[src/rtl/rps_result_display.sv]
// rps_result_display
//
// Consumer end of the game's 3-bit result code. It accepts one code over a
// valid/ready handshake, shows it on the three board LEDs for 2^HOLD_LOG2
// cycles, and then returns to the idle pattern. It also keeps saturating
// tallies of person wins, computer wins and ties, and drives the RGB LED to
// show which side is leading.
//
// Ports:
//   CLK, RST        clock; asynchronous active-high reset
//   result_valid    game offers a result code
//   result_ready    block can accept a code (high only in IDLE)
//   result          1 = PERSON_WINS, 2 = COMPUTER_WINS, 4 = TIE
//   clear_tallies   synchronous clear of the tallies and bad_code
//   led             {LED1, LED2, LED3}, active-high
//   LEDR_N          red, active-low: computer leading
//   LEDG_N          green, active-low: person leading
//   person_wins     person win tally
//   computer_wins   computer win tally
//   ties            tie tally
//   bad_code        sticky: a code outside {1,2,4} was accepted
//   dbg_state       current FSM state (0 = IDLE, 1 = SHOW)
//
// Handshake: a code transfers at a rising edge of CLK on which
// result_valid && result_ready are both high. result_ready depends only on
// the FSM state, never on result_valid. A transferred invalid code is
// consumed without leaving IDLE.

module rps_result_display #(
    parameter int HOLD_LOG2 = 25,
    parameter int BLINK_BIT = 21,
    parameter int SCORE_W   = 4
) (
    input  logic               CLK,
    input  logic               RST,
    input  logic               result_valid,
    output logic               result_ready,
    input  logic [2:0]         result,
    input  logic               clear_tallies,
    output logic [2:0]         led,
    output logic               LEDR_N,
    output logic               LEDG_N,
    output logic [SCORE_W-1:0] person_wins,
    output logic [SCORE_W-1:0] computer_wins,
    output logic [SCORE_W-1:0] ties,
    output logic               bad_code,
    output logic               dbg_state
);

    localparam logic [2:0] CODE_PERSON   = 3'd1;
    localparam logic [2:0] CODE_COMPUTER = 3'd2;
    localparam logic [2:0] CODE_TIE      = 3'd4;

    typedef enum logic {
        IDLE = 1'b0,
        SHOW = 1'b1
    } state_t;

    state_t               state;
    state_t               state_next;
    logic [2:0]           code;
    logic [HOLD_LOG2-1:0] hold_cnt;
    logic                 accept;
    logic                 code_ok;
    logic                 hold_done;

    assign accept    = result_valid && result_ready;
    assign code_ok   = (result == CODE_PERSON) || (result == CODE_COMPUTER) ||
                       (result == CODE_TIE);
    assign hold_done = (hold_cnt == {HOLD_LOG2{1'b1}});
    assign dbg_state = state;

    // State register
    always_ff @(posedge CLK or posedge RST) begin
        if (RST) begin
            state <= IDLE;
        end else begin
            state <= state_next;
        end
    end

    // Next state and display outputs
    always_comb begin
        state_next   = state;
        result_ready = 1'b0;
        led          = 3'b111;
        case (state)
            IDLE: begin
                result_ready = 1'b1;
                led          = 3'b111;
                if (accept && code_ok) begin
                    state_next = SHOW;
                end
            end
            SHOW: begin
                result_ready = 1'b0;
                if (code == CODE_TIE) begin
                    led = 3'b001;
                end else if (hold_cnt[BLINK_BIT]) begin
                    led = 3'b000;
                end else begin
                    led = code;
                end
                if (hold_done) begin
                    state_next = IDLE;
                end
            end
            default: begin
                state_next = IDLE;
            end
        endcase
    end

    // Latched code and hold counter. The counter wraps to zero on the last
    // SHOW cycle, so it is already clear when IDLE is re-entered.
    always_ff @(posedge CLK or posedge RST) begin
        if (RST) begin
            code     <= 3'b000;
            hold_cnt <= '0;
        end else if (state == IDLE) begin
            if (accept && code_ok) begin
                code     <= result;
                hold_cnt <= '0;
            end
        end else begin
            hold_cnt <= hold_cnt + {{(HOLD_LOG2-1){1'b0}}, 1'b1};
        end
    end

    // Tallies and sticky bad-code flag; clear wins over a same-edge update.
    always_ff @(posedge CLK or posedge RST) begin
        if (RST) begin
            person_wins   <= '0;
            computer_wins <= '0;
            ties          <= '0;
            bad_code      <= 1'b0;
        end else if (clear_tallies) begin
            person_wins   <= '0;
            computer_wins <= '0;
            ties          <= '0;
            bad_code      <= 1'b0;
        end else if (accept) begin
            case (result)
                CODE_PERSON: begin
                    if (person_wins != {SCORE_W{1'b1}}) begin
                        person_wins <= person_wins + SCORE_W'(1);
                    end
                end
                CODE_COMPUTER: begin
                    if (computer_wins != {SCORE_W{1'b1}}) begin
                        computer_wins <= computer_wins + SCORE_W'(1);
                    end
                end
                CODE_TIE: begin
                    if (ties != {SCORE_W{1'b1}}) begin
                        ties <= ties + SCORE_W'(1);
                    end
                end
                default: begin
                    bad_code <= 1'b1;
                end
            endcase
        end
    end

    // Leader LEDs follow the tallies directly.
    assign LEDG_N = !(person_wins > computer_wins);
    assign LEDR_N = !(computer_wins > person_wins);

endmodule
[config.mk]
export PLATFORM = sky130hd
export DESIGN_NAME = rps_result_display
export DESIGN_NICKNAME = d
export VERILOG_FILES = /design/src/rtl/rps_result_display.sv
export SDC_FILE = /design/constraint.sdc
export NUM_CORES = 1
export LEC_CHECK = 0
export CORE_UTILIZATION = 50
export CTS_CLUSTER_DIAMETER = 200
export DETAILED_ROUTE_END_ITERATION = 8
export PLACE_DENSITY = 0.79
export SKIP_CTS_REPAIR_TIMING = 1
export SLEW_MARGIN = 15
export SYNTH_ARGS = -nofsm -noshare
export SYNTH_HDL_FRONTEND = slang
export SYNTH_SLANG_ARGS = --single-unit
[constraint.sdc]
create_clock -name CLK -period 1.7 [get_ports CLK]
set_input_delay 0.34 -clock CLK [delete_from_list [all_inputs] [get_ports CLK]]
set_output_delay 0.34 -clock CLK [all_outputs]
set_load 0.02 [all_outputs]
==> results.py <==
metrics = {
    "outcome": {
        "status": "complete, but fails checks",
        "violations": "negative setup slack",
    },
    "synthesis": {
        "synthFlopType": "dfrtp_1",
        "synth-edff-count": 0,
        "postSynthCellCount": 240,
        "synth_top_family_by_area": "simple AND/OR/NAND/NOR gates",
        "synthMuxAreaShare_pct": 6.05,
        "async_reset_ff_share_pct": 100,
        "synthSimpleGateAreaFrac_pct": 26.8,
        "synth_compound_area_share_pct": 10.9,
        "synth_cell_type_count": 45,
        "avgSynthCellArea_sq_um": 9.74,
        "yosys_warnings": 0,
        "ys_ff_latch": 42,
        "synthXorXnorAreaFrac_pct": 3.37,
        "synth_area_sq_mm": 0.00234,
        "yosys.area_share.adder_pct": 4.28,
        "synth.net_count": 255,
        "seq_area_frac_synth_pct": 44.9,
    },
    "setup_path": {
        "slowest_stage": "dfrtp_2",
        "crit_fanout": 2,
        "setup.worst_path.end_class": "output port",
        "crit_path_start_kind": "flop",
        "path_cells": "inv_2 -> ha_4 -> nor2b_4 -> o21a_1 -> o21a_1 -> or2_4 -> buf_6",
        "cpMostUsedCell": "o21a_1",
        "max_stage_delay_ns": 0.42,
        "crit_required_ns": 1.36,
        "cp.arrival_ns": 1.82,
        "crit_type": "flop to output port",
    },
    "sta": {
        "fin_ws_ns": -0.459,
        "setup_viol": 2,
        "max_freq_mhz": 463,
        "slew_viol_final": 0,
        "fin_worst_skew_ns": 0.00613,
        "finalHoldViolCount": 0,
        "rsz0062_at_grt": "true",
        "period_share_pct": 127,
        "period_needed_ns": 2.16,
        "tightestPinTransition_ns": 0.471,
        "slew_headroom_pct": 68.3,
    },
    "floorplanning": {
        "die_w_um": 70.4,
        "dieArea_sq_mm": 0.00495,
        "ioPinCount": 27,
        "die_y_um": 70.4,
        "coreArea_sq_mm": 0.00441,
        "placementRows": 24,
        "start_util_pct": 53.0,
    },
    "clock_tree": {
        "cts.htree.levels": 2,
        "clock_sinks": 42,
        "cts_buffers": 5,
        "path_clk_slew_ns": 0.08,
        "cts_tree": "built",
        "insertion_delay_ns": 0.30,
        "root_buffer": "clkbuf_8",
        "clk_path_buf_depth": 2,
    },
    "power_and_ir_drop": {
        "p_int_mw": 1.38,
        "clkPwrFrac_pct": 38.0,
        "combPwrFrac_pct": 6.2,
        "power_density_mw_per_mm2": 588,
        "power.total_mw": 1.79,
        "seq_power_share_pct": 55.8,
        "swShare_pct": 23.1,
        "leakagePower_nw": 1.70,
        "ir_drop_mv": 0.422,
        "p_switching_uw": 414,
    },
    "grt": {
        "gr-total-overflow": 0,
        "grt_pass1_wl_um": 8390,
        "grt_pass1_vias": 1852,
        "grt_util_all_layers_pct": 21.4,
        "antenna_found_initial": 0,
        "grt_max_degree": 43,
    },
    "route": {
        "drc": 0,
        "first_pass_iters": 4,
        "viasPerCell": 5.73,
        "wire_per_inst_um": 14.4,
        "vias": 2011,
        "routed_wl_um": 5050,
        "drtIter0Drc": 153,
        "ant_nets": 0,
    },
    "finish": {
        "syn_to_final_growth_pct": 30.2,
        "regArea_sq_mm": 0.00105,
        "drive_above_1_share_pct": 21.4,
        "utilization_pct": 69.0,
        "fin_nets": 313,
        "antennaDiodeCount": 0,
        "nFillCells": 324,
        "multi_input_area_sq_mm": 0.00124,
    },
    "hold_path": {
        "hold_path.class": "input pin to asynchronous set/reset pin",
    },
    "job": {
        "drv_cap": 0,
    },
    "placed_design": {
        "portBuffers": 26,
        "hpwl_um": 3590,
        "place_congestion": 0.862,
    },
}
==> cell type report <==
class	instances	share of cell area, %
clock buffer	7	2.83
clock inverter	1	0.164
inverter	7	0.863
multi-input combinational	181	40.6
sequential	42	34.6
tap	52	2.14
timing repair buffer	61	18.8
==> power by group through the flow <==
stage,combinational [mW],sequential [mW],clock [mW]
finish,0.111,1.00,0.681
global route,0.122,1.00,0.731
CTS,0.109,1.00,0.694
detailed placement,0.108,1.02,0
global placement,0.107,1.02,0
floorplan,0.0513,1.02,0
==> cell usage in the layout, fill, tap and decap left out, types with 7 or more instances in the layout <==
master	n
nand3_1	26
nand4_1	13
buf_4	34
nand2_1	28
mux2i_1	13
dfrtp_1	40
clkdlybuf4s50_1	10
o21ai_0	14
ha_1	7
nor2_1	15
dlymetal6s2s_1	14
==> kinds of logic (layout without fill, tap and decap cells) <==
group	after synthesis	in the layout
buffers and inverters	17	76
muxes	14	14
and+or+nand+nor	111	111
DFF	42	42
AOI/OAI and AO/OA	39	39
adders and majority gates	8	8
xor gates and xnor gates	9	9
==> registers in the layout, summed over array words and instances (netlist names) <==
name / flops
person_wins: 4
dbg_state: 1
computer_wins: 4
ties: 4
code: 3
bad_code: 1
hold_cnt: 25
==> per-layer routing <==
layer  GRT usage (%)  part of all wire [%]  vias up
met2            35.0                    47       38
met5               0                     0        -
met4            8.00                   1.5        0
li1                -                     -      994
met3            3.17                   2.3        7
met1            28.7                    49      972
==> final timing paths <==
kind | startpoint | end | slack (ns) | depth (start not counted)
setup reg to reg | dbg_state | hold_cnt[0] | 0.10 | 6
hold reg to reg | hold_cnt[15] | hold_cnt[15] | 0.48 | 1
hold / removal | RST | person_wins[3] | 0.39 | 3
max in group asynchronous | RST | person_wins[1] | 1.08 | 3
min in group CLK | hold_cnt[15] | hold_cnt[15] | 0.48 | 1
setup / recovery | person_wins[1] | LEDG_N | -0.46 | 7
==> metrics by stage <==
stage	hold slack [ns]	cells	setup TNS, ns	worst slack [ns]	area [sq um]
after floorplan	0.403	240	-0.120	-0.0837	2360
after global placement	0.462	341	-5.30	-0.508	2890
after detailed placement	0.470	341	-7.05	-0.537	2890
after CTS	0.408	349	-3.02	-0.870	2980
after global routing	0.446	351	-0.887	-0.489	3050
final	0.387	351	-0.815	-0.459	3050
==> cell usage after synthesis, types with 4 or more instances <==
cell,number,area [sq um]
o21ai_0,16,80.1
ha_1,8,100
dfrtp_1,42,1050
nand4_1,13,81.3
o31ai_1,4,30.0
xor2_1,7,61.3
mux2i_1,13,130
and3_1,6,37.5
buf_2,5,25.0
nand3_1,26,130
nor2_1,15,56.3
a21oi_1,5,25.0
nand2_1,28,105
inv_1,7,26.3
==> worst max-delay path: cells and delay by family (launching register included) <==
kind	cells	cell delay (ns)
AO/OA/AOI/OAI	2	0.35
adder cells (fa/ha/maj)	1	0.20
buffers and inverters	2	0.20
flip-flops	1	0.42
AND/OR/NAND/NOR	2	0.35
Note: power is estimated with default switching activity, not from simulation.
